<file path="src/rtl/drink_buyer_if.sv">
// Customer/vending-side bus of the drink buyer: purchase order in, coin stream out,
// vend confirmation back, and order status.
interface drink_buyer_if #(
  parameter int CW = 4,
  parameter int WW = 6
);
  logic          start;
  logic [CW-1:0] n_drinks;
  logic [WW-1:0] wallet_one;
  logic [WW-1:0] wallet_half;
  logic [1:0]    coin;
  logic          drink;
  logic [1:0]    back;
  logic          busy;
  logic          done;
  logic [CW-1:0] bought;
  logic [WW-1:0] change_half;
  logic          err;

  modport master (
    output start, n_drinks, wallet_one, wallet_half, drink, back,
    input  coin, busy, done, bought, change_half, err
  );

  modport slave (
    input  start, n_drinks, wallet_one, wallet_half, drink, back,
    output coin, busy, done, bought, change_half, err
  );
endinterface

</file>
<file path="src/rtl/drink_buyer.sv">
// Customer-side agent for the drink vending FSM: inserts coins from a latched wallet,
// confirms each vend against the money paid and tallies returned change.
module drink_buyer #(
  parameter int CW    = 4,
  parameter int WW    = 6,
  parameter int PRICE = 3
) (
  input  logic          clk,
  input  logic          reset,
  drink_buyer_if.slave  bus
);
  localparam int PW = $clog2(PRICE + 2);

  typedef enum logic [1:0] {S_IDLE, S_SELECT, S_CHECK, S_DONE} state_t;

  state_t        r_state, w_state_nxt;
  logic [CW-1:0] r_n, w_n_nxt;
  logic [CW-1:0] r_bought, w_bought_nxt;
  logic [WW-1:0] r_one, w_one_nxt;
  logic [WW-1:0] r_half, w_half_nxt;
  logic [WW-1:0] r_change, w_change_nxt;
  logic [WW-1:0] w_src_one, w_src_half;
  logic [PW-1:0] r_paid, w_paid_nxt, w_src_paid, w_owed;
  logic [1:0]    r_coin, w_coin_nxt;
  logic          r_err, w_err_nxt;
  logic          w_load, w_paid_ok, w_back_ok;

  assign w_paid_ok = (r_paid >= PW'(PRICE));
  assign w_back_ok = (bus.back == 2'(r_paid - PW'(PRICE)));

  // The coin register is loaded on the edge that enters SELECT, so the coin is on the
  // bus during SELECT and the vending FSM answers during CHECK.
  always_comb begin
    // NOTE: every variable gets a default first so no path can infer a latch.
    w_state_nxt  = r_state;
    w_n_nxt      = r_n;
    w_bought_nxt = r_bought;
    w_one_nxt    = r_one;
    w_half_nxt   = r_half;
    w_change_nxt = r_change;
    w_paid_nxt   = r_paid;
    w_coin_nxt   = 2'b00;
    w_err_nxt    = r_err;
    w_load       = 1'b0;
    w_src_one    = r_one;
    w_src_half   = r_half;
    w_src_paid   = r_paid;

    case (r_state)
      S_IDLE: begin
        if (bus.start) begin
          w_n_nxt      = bus.n_drinks;
          w_bought_nxt = '0;
          w_change_nxt = '0;
          w_err_nxt    = 1'b0;
          w_paid_nxt   = '0;
          if (bus.n_drinks == '0) begin
            w_state_nxt = S_DONE;
          end else begin
            w_load     = 1'b1;
            w_src_one  = bus.wallet_one;
            w_src_half = bus.wallet_half;
            w_src_paid = '0;
          end
        end
      end
      S_SELECT: begin
        // An empty coin slot here means the wallet could not cover the next insert.
        if (r_coin == 2'b00) begin
          w_err_nxt   = 1'b1;
          w_state_nxt = S_DONE;
        end else begin
          w_state_nxt = S_CHECK;
        end
      end
      S_CHECK: begin
        if (bus.drink && w_paid_ok) begin
          w_bought_nxt = r_bought + CW'(1);
          if (bus.back == 2'b01) w_change_nxt = r_change + WW'(1);
          if (!w_back_ok) begin
            w_err_nxt   = 1'b1;
            w_state_nxt = S_DONE;
          end else begin
            w_paid_nxt = '0;
            if (w_bought_nxt == r_n) begin
              w_state_nxt = S_DONE;
            end else begin
              w_load     = 1'b1;
              w_src_paid = '0;
            end
          end
        end else if (!bus.drink && !w_paid_ok) begin
          w_load = 1'b1;
        end else begin
          w_err_nxt   = 1'b1;
          w_state_nxt = S_DONE;
        end
      end
      S_DONE:  w_state_nxt = S_IDLE;
      default: w_state_nxt = S_IDLE;
    endcase

    w_owed = PW'(PRICE) - w_src_paid;
    if (w_load) begin
      w_state_nxt = S_SELECT;
      w_one_nxt   = w_src_one;
      w_half_nxt  = w_src_half;
      w_paid_nxt  = w_src_paid;
      if (w_owed >= PW'(2) && w_src_one != '0) begin
        w_coin_nxt = 2'b10;
        w_one_nxt  = w_src_one - WW'(1);
        w_paid_nxt = w_src_paid + PW'(2);
      end else if (w_src_half != '0) begin
        w_coin_nxt = 2'b01;
        w_half_nxt = w_src_half - WW'(1);
        w_paid_nxt = w_src_paid + PW'(1);
      end else if (w_src_one != '0) begin
        w_coin_nxt = 2'b10;
        w_one_nxt  = w_src_one - WW'(1);
        w_paid_nxt = w_src_paid + PW'(2);
      end
    end
  end

  always_ff @(posedge clk or posedge reset) begin
    // NOTE: state uses non-blocking assignments so every register samples pre-edge values.
    if (reset) begin
      r_state  <= S_IDLE;
      r_n      <= '0;
      r_bought <= '0;
      r_one    <= '0;
      r_half   <= '0;
      r_change <= '0;
      r_paid   <= '0;
      r_coin   <= 2'b00;
      r_err    <= 1'b0;
    end else begin
      r_state  <= w_state_nxt;
      r_n      <= w_n_nxt;
      r_bought <= w_bought_nxt;
      r_one    <= w_one_nxt;
      r_half   <= w_half_nxt;
      r_change <= w_change_nxt;
      r_paid   <= w_paid_nxt;
      r_coin   <= w_coin_nxt;
      r_err    <= w_err_nxt;
    end
  end

  assign bus.coin        = r_coin;
  assign bus.busy        = (r_state == S_SELECT) || (r_state == S_CHECK);
  assign bus.done        = (r_state == S_DONE);
  assign bus.bought      = r_bought;
  assign bus.change_half = r_change;
  assign bus.err         = r_err;
endmodule

</file>
<file path="src/flat_wrapper.sv">
// flat-port wrapper written by rule: the top's interface ports become plain ports
module drink_buyer_flat 
#(
  parameter int CW    = 4,
  parameter int WW    = 6,
  parameter int PRICE = 3
)
  (clk, reset, bus_start, bus_n_drinks, bus_wallet_one, bus_wallet_half, bus_drink, bus_back, bus_coin, bus_busy, bus_done, bus_bought, bus_change_half, bus_err);
  drink_buyer_if #(.CW(CW), .WW(WW)) bus_i ();
  input  logic clk;
  input  logic reset;
  input wire logic [$bits(bus_i.start)-1:0] bus_start;
  input wire logic [$bits(bus_i.n_drinks)-1:0] bus_n_drinks;
  input wire logic [$bits(bus_i.wallet_one)-1:0] bus_wallet_one;
  input wire logic [$bits(bus_i.wallet_half)-1:0] bus_wallet_half;
  input wire logic [$bits(bus_i.drink)-1:0] bus_drink;
  input wire logic [$bits(bus_i.back)-1:0] bus_back;
  output wire logic [$bits(bus_i.coin)-1:0] bus_coin;
  output wire logic [$bits(bus_i.busy)-1:0] bus_busy;
  output wire logic [$bits(bus_i.done)-1:0] bus_done;
  output wire logic [$bits(bus_i.bought)-1:0] bus_bought;
  output wire logic [$bits(bus_i.change_half)-1:0] bus_change_half;
  output wire logic [$bits(bus_i.err)-1:0] bus_err;
  assign bus_i.start = bus_start;
  assign bus_i.n_drinks = bus_n_drinks;
  assign bus_i.wallet_one = bus_wallet_one;
  assign bus_i.wallet_half = bus_wallet_half;
  assign bus_i.drink = bus_drink;
  assign bus_i.back = bus_back;
  assign bus_coin = bus_i.coin;
  assign bus_busy = bus_i.busy;
  assign bus_done = bus_i.done;
  assign bus_bought = bus_i.bought;
  assign bus_change_half = bus_i.change_half;
  assign bus_err = bus_i.err;
  drink_buyer #(.CW(CW), .WW(WW), .PRICE(PRICE)) u_core (.clk(clk), .reset(reset), .bus(bus_i));
endmodule
</file>
<file path="config.mk">
export PLATFORM = sky130hd
export DESIGN_NAME = drink_buyer_flat
export DESIGN_NICKNAME = d
export VERILOG_FILES = /design/src/rtl/drink_buyer_if.sv /design/src/rtl/drink_buyer.sv /design/src/flat_wrapper.sv
export SDC_FILE = /design/constraint.sdc
export NUM_CORES = 1
export LEC_CHECK = 0
export ABC_AREA = 1
export BUFFER_PORTS_ARGS = -buffer_cell sky130_fd_sc_hd__buf_2
export CAP_MARGIN = 20
export CORE_ASPECT_RATIO = 0.6
export CORE_UTILIZATION = 40
export CTS_CLUSTER_SIZE = 40
export DETAILED_ROUTE_END_ITERATION = 12
export PLACE_DENSITY_LB_ADDON = 0.25
export SYNTH_ARGS = -nofsm -noshare
export SYNTH_HDL_FRONTEND = slang
export SYNTH_SLANG_ARGS = --single-unit
</file>
<file path="constraint.sdc">
create_clock -name clk -period 3.6 [get_ports clk]
set_input_delay 0.72 -clock clk [delete_from_list [all_inputs] [get_ports clk]]
set_output_delay 0.72 -clock clk [all_outputs]
set_load 0.05 [all_outputs]
</file>
==> impl_metrics.ini <==
[die]
rows = 22
die_area_um2 = 6980
die_h_um = 65.1
start_util = 0.425
die_x_um = 107
core-area_um2 = 6250
ioPinCount = 37

[sta]
worstMarginPinSlew_ns = 0.712
rsz0062_at_grt = no
slew_headroom = 0.525
slew_violations = 0
period_needed_ns = 2.82
finalCritPeriodShare = 0.785
finalHoldViolations = 0
fin_tns_setup_ns = 0
clock.fmax_mhz = 354
setup_viol = 0
worst_slack_ns = 0.775
skew_ns = 0.00366

[setup_path]
cp-startpoint = u_core.r_state[0]
slowest_stage = dfrtp_1
cp_max_fo = 25
path_delay_family = simple AND/OR/NAND/NOR gates
cpPeakStageDelay_ns = 0.41
worstPathRequired_ns = 3.78
crit_buf_inv = 3
worstPathCellList = inv_1 > ha_1 > nand2_4 > clkinv_4 > nand2_8 > mux2i_4 > ha_1 > nand3_1 > nor2_2 > nand2_4 > nand2_1 > nand2_1 > inv_1 > nand2_1 > nand3_1 > nand2_1 > nand2_1 > nand2_1
cp.arrival_ns = 3.00
critPathKind = reg -> reg
cp-end-kind = flop
start_kind = flop
cpMostUsedCell = nand2_1
r2r-start = u_core.r_state[0]

[global_routing]
grt_pass1_vias = 2206
grt_usage = 0.198
antenna_found_initial = 0
grt_pass1_wl_um = 10600
grt_max_degree = 26
grt_overflow = 0

[clock_tree]
cts_made_buffers = 5
h-tree-depth = 2
clock_sinks = 34
postCtsHoldBufs = 0
cts_setup_buffers = 0
clk_pin_slew_worst_paths_ns = 0.07
clk_latency_ns = 0.29
clock_path_buffers = 2
cts_tree = built
root_buffer = clkbuf_8
cts_resized = 0

[layout]
drive_gt1_frac = 0.219
instances_no_fill = 491
area_growth_pct = 12.6
antenna_cells = 0
fin_util = 0.479
n_fill_cell = 655
stdcell_area_um2 = 2990
nets = 439

[yosys]
synth_top_area_frac = 0.320
synth.avg_cell_area_um2 = 7.20
seq_area_frac_synth = 0.320
syn_area_um2 = 2660
ys_seq_elements = 34
synth_area_leaders = dfrtp_1 (32%), nand2_1 (18%), nand3_1 (7.2%)
netlist_instances = 369
yosysUniqueCellTypes = 35
syn_nets = 402
synth.largest_area_cell = dfrtp_1
yosys_warnings = 0

[routing]
drc = 0
ant_nets = 0
vias = 2371
wirelength_um = 6210
dr.pass1.iters = 4
drt_iter0_drc = 143
wl_per_cell_um = 12.7
vias_per_cell = 4.83

[placed_design]
dpl_cell_area_um2 = 2880
placed_cells = 483
place_hpwl_um = 4780
io_buffers = 36
pre_cts_ws_ns = 0.677
place_congestion = 0.816

[pwr]
comb_power_share = 0.638
p_seq_frac = 0.233
p_int_w = 0.00129
switching_share = 0.530
ir_worst_vdd_mv = 0.444
p_clk_frac = 0.130
p_leak_nw = 1.60
powerDensity_nw_per_um2 = 921
switchingPower_w = 0.00146

[run]
drv_cap = 0

[worst_hold_path]
min_path_type = reg -> reg
hold_start = u_core.r_one[1]

[outcome]
status = complete, no violations
[synthesized netlist by cell type]
library cell  number
a21oi_1            9
buf_12             1
buf_2              4
buf_6              3
clkinv_1           1
clkinv_4           1
dfrtp_1           34
ha_1              11
inv_1             37
inv_2              1
inv_4              1
mux2_2             1
mux2i_4            1
nand2_1          124
nand2_2           13
nand2_4            5
nand2_8            1
nand3_1           38
nand3_2            2
nand3_4            1
nand3b_1           4
nand4_1            4
nor2_1            17
nor2_2             5
nor2_4             4
nor3_1             4
nor3b_1            3
nor4_1             1
o21ai_0           17
o21ai_1            1
o21ai_2            7
o22ai_1            2
or2_0              1
xnor2_1            5
xor2_1             5
[final cells by class]
type	count	area [um^2]	area share
Multi-Input combinational cell	286	1570	0.525
Sequential cell	34	851	0.285
Timing Repair Buffer	38	195	0.0653
Inverter	41	161	0.0540
Tap cell	84	105	0.0351
Clock buffer	5	68.8	0.0230
Clock inverter	3	40.0	0.0134
[cells in the final DEF (no fill, tap or decap)]
cell / instances
clkinv_4: 1
mux2_2: 1
xor2_1: 5
nor3b_1: 3
inv_1: 37
dfrtp_1: 34
nor3_1: 4
inv_4: 1
a21oi_1: 9
nand2_2: 13
nand3_4: 1
buf_2: 36
clkbuf_8: 5
nand2_4: 5
bufinv_16: 1
clkinv_1: 1
o22ai_1: 2
clkinv_2: 2
xnor2_1: 5
buf_4: 2
inv_2: 1
nor2_4: 4
mux2i_4: 1
nand2_8: 1
nand2_1: 124
o21ai_2: 7
nor2_1: 17
ha_1: 11
nand3_1: 38
nand4_1: 4
o21ai_1: 1
nor2_2: 5
nand3b_1: 4
nor4_1: 1
or2_0: 1
o21ai_0: 17
nand3_2: 2
[sequential cells by signal, indices dropped and copies added, names as in the netlist]
register                count
u_core.r_paid               3
u_core.r_one                6
u_core.bus.bought           4
u_core.bus.change_half      6
u_core.bus.coin             2
u_core.r_n                  4
u_core.r_state              2
u_core.bus.err              1
u_core.r_half               6
[path summary, 6_finish.rpt]
check,cells past startpoint,endpoint,slack (ns)
setup / recovery,18,u_core.r_paid[2],0.78
hold reg to reg,2,u_core.r_one[1],0.48
hold / removal,2,u_core.r_one[1],0.48
max in group asynchronous,3,u_core.r_half[5],2.33
min in group asynchronous,2,u_core.bus.bought[3],0.53
setup reg to reg,18,u_core.r_paid[2],0.78
[cells by family after synthesis]
logic type / count (synthesis) / synth area share
XOR/XNOR: 10 / 0.0330
AND/OR/NAND/NOR: 227 / 0.415
flip-flops: 34 / 0.320
adder cells (fa/ha/maj): 11 / 0.0518
buffers and inverters: 49 / 0.0886
multiplexers: 2 / 0.0127
AO/OA/AOI/OAI: 36 / 0.0787
[layer usage]
layer  part of all wire  wire, um  global-route usage  vias to the layer above
met4              0.010        65              0.0497                        0
li1                   -         -                   -                     1258
met2               0.38      2350               0.275                       47
met5                  0         0                   0                        -
met1               0.56      3470               0.302                     1060
met3              0.053       329              0.0486                        6
[worst reg2reg max path: stages, from the launching register on]
cell and delay, ns:
dfrtp_1 0.41, inv_1 0.11, ha_1 0.25, nand2_4 0.12, clkinv_4 0.11, nand2_8 0.21, mux2i_4 0.35, ha_1 0.27
nand3_1 0.11, nor2_2 0.19, nand2_4 0.13, nand2_1 0.09, nand2_1 0.05, inv_1 0.05, nand2_1 0.04, nand3_1 0.07
nand2_1 0.05, nand2_1 0.05, nand2_1 0.05
[through the flow]
stage / hold slack [ns] / total power (W)
4_1_cts: 0.488 / 0.00275
3_3_place_gp: 0.464 / 0.00236
2_1_floorplan: 0.449 / 0.00208
3_5_place_dp: 0.467 / 0.00239
6_report: 0.483 / 0.00275
5_1_grt: 0.518 / 0.00302
[power groups by stage]
stage | clock [W] | combinational, W | sequential [W]
2_1_floorplan | 0 | 0.00131 | 0.000776
3_3_place_gp | 0 | 0.00172 | 0.000644
3_5_place_dp | 0 | 0.00174 | 0.000647
4_1_cts | 0.000363 | 0.00175 | 0.000640
5_1_grt | 0.000385 | 0.00197 | 0.000662
6_report | 0.000357 | 0.00176 | 0.000641
(Power assumes the default switching activity.)
